--- src/rtl/sdc_pkg.sv ---
// Shared register map, response codes, event bits and sequencer states
// for the sdc_controller register-port command path.
package sdc_pkg;

  localparam logic [7:0] ADDR_ARGUMENT   = 8'h00;
  localparam logic [7:0] ADDR_COMMAND    = 8'h04;
  localparam logic [7:0] ADDR_RESPONSE_0 = 8'h08;
  localparam logic [7:0] ADDR_RESPONSE_1 = 8'h0C;
  localparam logic [7:0] ADDR_RESPONSE_2 = 8'h10;
  localparam logic [7:0] ADDR_RESPONSE_3 = 8'h14;
  localparam logic [7:0] ADDR_CMD_EVT    = 8'h34;

  localparam logic [1:0] RSP_NONE    = 2'b00;
  localparam logic [1:0] RSP_48      = 2'b01;
  localparam logic [1:0] RSP_136     = 2'b10;
  localparam logic [1:0] RSP_48_BUSY = 2'b11;

  localparam int EVT_CC   = 0;
  localparam int EVT_EI   = 1;
  localparam int EVT_CTE  = 2;
  localparam int EVT_CCRC = 3;
  localparam int EVT_CIE  = 4;

  typedef enum logic [2:0] {
    SEQ_IDLE,
    SEQ_WR_ARG,
    SEQ_WR_CMD,
    SEQ_POLL,
    SEQ_RSP,
    SEQ_CLR,
    SEQ_DONE
  } seq_state_t;

  // Busy responses are a 48-bit response plus the busy-wait bit.
  function automatic logic [31:0] buildCmdWord(input logic [5:0] idx,
                                               input logic [1:0] rspType,
                                               input logic [1:0] flags);
    logic [31:0] word;
    word       = 32'h0;
    word[13:8] = idx;
    word[4]    = flags[1];
    word[3]    = flags[0];
    word[2]    = (rspType == RSP_48_BUSY);
    word[1:0]  = (rspType == RSP_48_BUSY) ? RSP_48 : rspType;
    return word;
  endfunction

endpackage

--- src/rtl/wb_single_master.sv ---
// Single-transfer classic Wishbone master: a request launches one cycle,
// the ack and read data are handed straight back on the completing edge.
module wb_single_master (
  input  logic        clk,
  input  logic        reset_n,
  input  logic        i_req,
  input  logic        i_we,
  input  logic [7:0]  i_adr,
  input  logic [31:0] i_wdata,
  output logic        o_ack,
  output logic [31:0] o_rdata,
  output logic [7:0]  wb_adr_o,
  output logic [31:0] wb_dat_o,
  input  logic [31:0] wb_dat_i,
  output logic [3:0]  wb_sel_o,
  output logic        wb_we_o,
  output logic        wb_cyc_o,
  output logic        wb_stb_o,
  input  logic        wb_ack_i
);

  // A request is only taken while idle, which forces one idle cycle between transfers.
  always_ff @(posedge clk) begin
    if (!reset_n) begin
      wb_cyc_o <= 1'b0;
      wb_stb_o <= 1'b0;
      wb_we_o  <= 1'b0;
      wb_sel_o <= 4'h0;
      wb_adr_o <= 8'h0;
      wb_dat_o <= 32'h0;
    end else if (wb_stb_o) begin
      if (wb_ack_i) begin
        wb_cyc_o <= 1'b0;
        wb_stb_o <= 1'b0;
        wb_we_o  <= 1'b0;
        wb_sel_o <= 4'h0;
      end
    end else if (i_req) begin
      wb_cyc_o <= 1'b1;
      wb_stb_o <= 1'b1;
      wb_we_o  <= i_we;
      wb_sel_o <= 4'hF;
      wb_adr_o <= i_adr;
      wb_dat_o <= i_wdata;
    end
  end

  assign o_ack   = wb_stb_o & wb_ack_i;
  assign o_rdata = wb_dat_i;

endmodule

--- src/rtl/sdc_cmd_sequencer.sv ---
// Runs one SD command through the sdc_controller register port:
// argument, command, status poll, response readout, status clear.
module sdc_cmd_sequencer
  import sdc_pkg::*;
#(
  parameter int POLL_LIMIT = 65535
) (
  input  logic         clk,
  input  logic         reset_n,
  input  logic         cmd_valid,
  output logic         cmd_ready,
  input  logic [5:0]   cmd_index,
  input  logic [31:0]  cmd_arg,
  input  logic [1:0]   cmd_rsp_type,
  input  logic [1:0]   cmd_flags,
  output logic         done,
  output logic [127:0] rsp,
  output logic [4:0]   evt_status,
  output logic         timeout,
  output logic [7:0]   wb_adr_o,
  output logic [31:0]  wb_dat_o,
  input  logic [31:0]  wb_dat_i,
  output logic [3:0]   wb_sel_o,
  output logic         wb_we_o,
  output logic         wb_cyc_o,
  output logic         wb_stb_o,
  input  logic         wb_ack_i
);

  localparam int CNT_W = $clog2(POLL_LIMIT + 1);
  localparam logic [CNT_W-1:0] CNT_MAX  = CNT_W'(POLL_LIMIT);
  localparam logic [CNT_W-1:0] CNT_LAST = CNT_W'(POLL_LIMIT - 1);

  seq_state_t       r_state, w_next;
  logic [5:0]       r_index;
  logic [31:0]      r_arg;
  logic [1:0]       r_rspType;
  logic [1:0]       r_flags;
  logic [CNT_W-1:0] r_pollCnt;
  logic [1:0]       r_rspIdx;
  logic [127:0]     r_rsp;
  logic [4:0]       r_evt;
  logic             r_timeout;

  logic             w_req;
  logic             w_we;
  logic [7:0]       w_adr;
  logic [31:0]      w_wdata;
  logic             w_ack;
  logic [31:0]      w_rdata;
  logic             w_evtHit;

  assign w_evtHit = |w_rdata[4:0];

  wb_single_master u_master (
    .clk      (clk),
    .reset_n  (reset_n),
    .i_req    (w_req),
    .i_we     (w_we),
    .i_adr    (w_adr),
    .i_wdata  (w_wdata),
    .o_ack    (w_ack),
    .o_rdata  (w_rdata),
    .wb_adr_o (wb_adr_o),
    .wb_dat_o (wb_dat_o),
    .wb_dat_i (wb_dat_i),
    .wb_sel_o (wb_sel_o),
    .wb_we_o  (wb_we_o),
    .wb_cyc_o (wb_cyc_o),
    .wb_stb_o (wb_stb_o),
    .wb_ack_i (wb_ack_i)
  );

  always_comb begin
    w_next  = r_state;
    w_req   = 1'b0;
    w_we    = 1'b0;
    w_adr   = 8'h0;
    w_wdata = 32'h0;
    case (r_state)
      SEQ_IDLE: begin
        if (cmd_valid) w_next = SEQ_WR_ARG;
      end
      SEQ_WR_ARG: begin
        w_req   = 1'b1;
        w_we    = 1'b1;
        w_adr   = ADDR_ARGUMENT;
        w_wdata = r_arg;
        if (w_ack) w_next = SEQ_WR_CMD;
      end
      SEQ_WR_CMD: begin
        w_req   = 1'b1;
        w_we    = 1'b1;
        w_adr   = ADDR_COMMAND;
        w_wdata = buildCmdWord(r_index, r_rspType, r_flags);
        if (w_ack) w_next = SEQ_POLL;
      end
      SEQ_POLL: begin
        w_req = 1'b1;
        w_adr = ADDR_CMD_EVT;
        if (w_ack) begin
          if (w_evtHit)
            w_next = (r_rspType != RSP_NONE && w_rdata[EVT_CC]) ? SEQ_RSP : SEQ_CLR;
          else if (r_pollCnt >= CNT_LAST)
            w_next = SEQ_CLR;
        end
      end
      SEQ_RSP: begin
        w_req = 1'b1;
        w_adr = ADDR_RESPONSE_0 + {4'b0000, r_rspIdx, 2'b00};
        if (w_ack && !(r_rspType == RSP_136 && r_rspIdx != 2'd3)) w_next = SEQ_CLR;
      end
      SEQ_CLR: begin
        w_req = 1'b1;
        w_we  = 1'b1;
        w_adr = ADDR_CMD_EVT;
        if (w_ack) w_next = SEQ_DONE;
      end
      SEQ_DONE: w_next = SEQ_IDLE;
      default:  w_next = SEQ_IDLE;
    endcase
  end

  // Command fields are captured once at acceptance; results hold until the next acceptance.
  always_ff @(posedge clk) begin
    if (!reset_n) begin
      r_state   <= SEQ_IDLE;
      r_index   <= 6'h0;
      r_arg     <= 32'h0;
      r_rspType <= 2'b00;
      r_flags   <= 2'b00;
      r_pollCnt <= '0;
      r_rspIdx  <= 2'd0;
      r_rsp     <= 128'h0;
      r_evt     <= 5'h0;
      r_timeout <= 1'b0;
    end else begin
      r_state <= w_next;
      case (r_state)
        SEQ_IDLE: begin
          if (cmd_valid) begin
            r_index   <= cmd_index;
            r_arg     <= cmd_arg;
            r_rspType <= cmd_rsp_type;
            r_flags   <= cmd_flags;
            r_pollCnt <= '0;
            r_rspIdx  <= 2'd0;
            r_rsp     <= 128'h0;
            r_evt     <= 5'h0;
            r_timeout <= 1'b0;
          end
        end
        SEQ_WR_CMD: begin
          if (w_ack) r_pollCnt <= '0;
        end
        SEQ_POLL: begin
          if (w_ack) begin
            if (w_evtHit) begin
              r_evt <= w_rdata[4:0];
            end else begin
              if (r_pollCnt != CNT_MAX) r_pollCnt <= r_pollCnt + CNT_W'(1);
              if (r_pollCnt >= CNT_LAST) r_timeout <= 1'b1;
            end
          end
        end
        SEQ_RSP: begin
          if (w_ack) begin
            for (int i = 0; i < 4; i++)
              if (r_rspIdx == 2'(i)) r_rsp[32*i +: 32] <= w_rdata;
            r_rspIdx <= r_rspIdx + 2'd1;
          end
        end
        default: ;
      endcase
    end
  end

  assign cmd_ready  = (r_state == SEQ_IDLE);
  assign done       = (r_state == SEQ_DONE);
  assign rsp        = r_rsp;
  assign evt_status = r_evt;
  assign timeout    = r_timeout;

endmodule

--- config.mk ---
export PLATFORM = sky130hd
export DESIGN_NAME = sdc_cmd_sequencer
export DESIGN_NICKNAME = d
export VERILOG_FILES = /design/src/rtl/sdc_pkg.sv /design/src/rtl/wb_single_master.sv /design/src/rtl/sdc_cmd_sequencer.sv
export SDC_FILE = /design/constraint.sdc
export NUM_CORES = 1
export LEC_CHECK = 0
export CAP_MARGIN = 10
export CORE_MARGIN = 10
export CORE_UTILIZATION = 30
export CTS_BUF_LIST = sky130_fd_sc_hd__clkbuf_2
export DETAILED_ROUTE_END_ITERATION = 8
export DONT_BUFFER_PORTS = 1
export GPL_TIMING_DRIVEN = 0
export HOLD_SLACK_MARGIN = 0.15
export PLACE_DENSITY = 0.54
export SLEW_MARGIN = 20
export SYNTH_ARGS = -nofsm -noshare
export SYNTH_HDL_FRONTEND = slang
export SYNTH_SLANG_ARGS = --single-unit
--- constraint.sdc ---
create_clock -name clk -period 4.6 [get_ports clk]
set_input_delay 0.46 -clock clk [delete_from_list [all_inputs] [get_ports clk]]
set_output_delay 0.46 -clock clk [all_outputs]
set_load 0.02 [all_outputs]
==> metrics.csv <==
metric;value;unit
status;completed;
main area contributors after synthesis;dfxtp_1 (49%), nand2_1 (11%), and2_1 (8.9%);
DP Wirelength;24700;um
HP Class;primary input to register;
most numerous cell in the Yosys netlist;nand2_1;
RSZ-0062 raised after global routing;false;
CTS Buf Count;61;
fin crit period;3200;ps
Worst EP required;5430;ps
Leakage;4.24;nW
nets;1410;
Die Ht;199;um
critical path's top delay family;buffers and inverters;
Slowest cell on crit path;nor4b_2;
I/O Buffers;0;
async set-reset flop share out of synthesis;0;%
Worst Path Max Fanout;10;
final hold slack;247;ps
clock buffer depth;3;
Post-DRT Antenna Nets;0;
Mapped Cells;1170;
Clock power frac;29.6;%
Slew Limit Fails;0;
Fin. Hold Viols;0;
core area;31600;um^2
first drt pass iteration count;5;
combinational share of power;22.1;%
Multi-input gate area;4520;um^2
CP Data Arrival Time;4030;ps
clk_skew;77.3;ps
CTS sink count;236;
CP bufs+invs;4;
area delta synth->final;20.3;%
commonest cells in the netlist;nand2_1 (295), dfxtp_1 (236), o21ai_0 (140);
vias per cell;4.89;
Final period util;69.6;%
Switching Share;37.4;%
Worst Max-Slew Pin Slew;851;ps
R2R Setup Slk;1400;ps
HP Start;reset_n;
Max VDD drop;0.000175;V
Die Area;39800;um^2
NetSw;1.80;mW
final RePlAce weighted congestion;0.805;
post-synthesis area per instance;8.26;um^2
Crit Path Class;register to register;
Flop pwr share;48.3;%
Warnings, synthesis;0;
endpoints failing setup;0;
pin count of the biggest net entering global routing;19;
Synth top area share;48.9;%
post-CTS sizing;0;
antenna violations before repair;1;
reg2reg path depth;8;
number of vias in the routed layout;8657;
CTS H-tree lvls;2;
max-cap violations;0;
number of DRC markers in iteration 0;331;
Post-Synthesis Cell Area;9660;um^2
wire per inst;19.2;um
# DRC;0;
CP cell instances;buf_2 > nor4b_2 > buf_2 > a21o_1 > nand3_1 > dlygate4sd3_1 > a21boi_0 > dlygate4sd3_1;
initial core utilization;30.5;%
Pint;3.02;mW
clk_lat worst skew;910;ps
Crit path largest cell delay;610;ps
fillers;3325;
kind of start point of the critical path;register;
Fin Setup TNS;0;ps
Hold Path Depth;3;
number of global-route vias before repair;8557;
share of layout cells above drive strength 1;8.94;%
Worst Hold Path EP;r_index[0]$_SDFFE_PN0P_;
FMAX;312;MHz
#FFs+latches synth;236;
post-synthesis sequential area ratio;48.9;%
Worst-path clk slew;100;ps
Worst slew margin;43.0;%
clock root buffer;clkbuf_2;
TritonCTS clock tree;built;
CP endpoint kind;register;
gr usage total;16.4;%
Rows;65;
# IOs;261;
number of flops mapped to enable cells by yosys;0;
reg2reg start;r_state[2]$_SDFFE_PN0P_;
first-pass GRT wire length;50800;um
Netlist cell types;51;
gr ovfl total;0;
Die X;199;um
r2r endpoint;evt_status[1]$_SDFFE_PN0P_;
top_reg_cell synth;dfxtp_1;
final wirelength;34000;um
FF+latch area;4720;um^2
Yosys top cell by area;dfxtp_1;
PD cells;415;nW/um^2
[repair_timing]
item	CTS	global route
setup buffers	0	0
hold buffers	90	0
setup endpoints to repair	0	0
endpoints found under the hold margin	198	0
[area by class of cell]
class,count,share of cell area [%]
plain buffers,99,3.69
clock buffers,84,3.62
multi-input cells,834,38.8
clock inverters,18,0.969
diodes,2,0.0430
inverters,4,0.129
well taps,402,4.33
flip-flops and latches,236,40.6
repair buffers,90,7.75
[how the worst max path moves through the flow]
stage                            start                         end  slack [ps]  cells past startpoint
2_1_floorplan              wb_dat_i[1]  r_pollCnt[11]$_SDFFE_PN0P_        2580                      7
3_3_place_gp   r_state[2]$_SDFFE_PN0P_      r_arg[27]$_SDFFE_PN0P_        1870                      6
3_5_place_dp   r_state[2]$_SDFFE_PN0P_         rsp[8]$_SDFFE_PN0P_        2080                      8
4_1_cts        r_state[2]$_SDFFE_PN0P_  evt_status[4]$_SDFFE_PN0P_        1460                      8
5_1_grt        r_state[2]$_SDFFE_PN0P_  evt_status[0]$_SDFFE_PN0P_        1210                      8
6_report       r_state[2]$_SDFFE_PN0P_  evt_status[1]$_SDFFE_PN0P_        1400                      8
[cell families (layout without fill, tap and decap cells)]
kind of cell	Yosys count	in the layout	share of synthesized area, %
flip-flops	236	236	48.9
AND/OR/NAND/NOR	546	546	27.4
AO/OA/AOI/OAI	272	272	17.7
multiplexers	6	6	0.622
adder cells (fa/ha/maj)	6	6	0.777
buffers and inverters	103	295	4.60
other	1	6	0.0388
[sequential cells by signal, indices dropped and copies added, names as in the netlist, 2 cells and up]
| signal | cells |
|---|---|
| evt_status | 5 |
| r_arg | 32 |
| r_flags | 2 |
| r_index | 6 |
| r_pollCnt | 16 |
| r_rspIdx | 2 |
| r_rspType | 2 |
| r_state | 3 |
| rsp | 128 |
| u_master.wb_adr_o | 4 |
| u_master.wb_dat_o | 32 |
[placed cells by master (no fill, tap or decap), types with 10 or more instances in the layout]
| cell type | netlist | routed |
|---|---|---|
| nor3b_1 | 11 | 11 |
| a21boi_0 | 70 | 70 |
| a221oi_1 | 10 | 10 |
| buf_2 | 10 | 10 |
| nand2_1 | 295 | 295 |
| and2_1 | 137 | 137 |
| o21ai_0 | 140 | 140 |
| dfxtp_1 | 236 | 236 |
| nand3_1 | 37 | 37 |
| dlygate4sd3_1 | 0 | 90 |
| clkbuf_1 | 72 | 72 |
| a21oi_1 | 15 | 15 |
| clkinv_1 | 0 | 11 |
| clkbuf_2 | 0 | 84 |
| nor2_1 | 18 | 18 |
[worst min-delay path: stages]
cell and delay [ps]:
clkbuf_1 190, clkbuf_1 270, a21boi_0 180
[power groups by stage]
stage | registers, mW | logic [mW] | clock network [mW]
final | 2.33 | 1.07 | 1.43
after global routing | 2.35 | 1.18 | 1.59
after CTS | 2.34 | 1.08 | 1.50
after detailed placement | 2.38 | 1.01 | 0
after global placement | 2.38 | 0.991 | 0
after floorplan | 2.33 | 0.677 | 0
[stage by stage]
| step | std cells | util (%) | power, mW | instance area [um^2] | setup WS, ps |
|---|---|---|---|---|---|
| finish | 1769 | 36.7 | 4.82 | 11600 | 1400 |
| global route | 1768 | 36.7 | 5.13 | 11600 | 1210 |
| CTS | 1767 | 36.7 | 4.91 | 11600 | 1460 |
| detailed placement | 1575 | 32.2 | 3.39 | 10200 | 2080 |
| global placement | 1575 | 32.2 | 3.37 | 10200 | 1870 |
| floorplan | 1173 | - | 3.01 | 9670 | 2580 |
[layer usage]
layer	vias to the layer above	track usage, %	share of wire (%)
met3	53	7.45	11
li1	4252	-	-
met4	0	6.11	2.8
met2	303	26.0	45
met1	4049	19.0	41
met5	-	0	0
No activity file was read; power rests on OpenSTA's default activity.
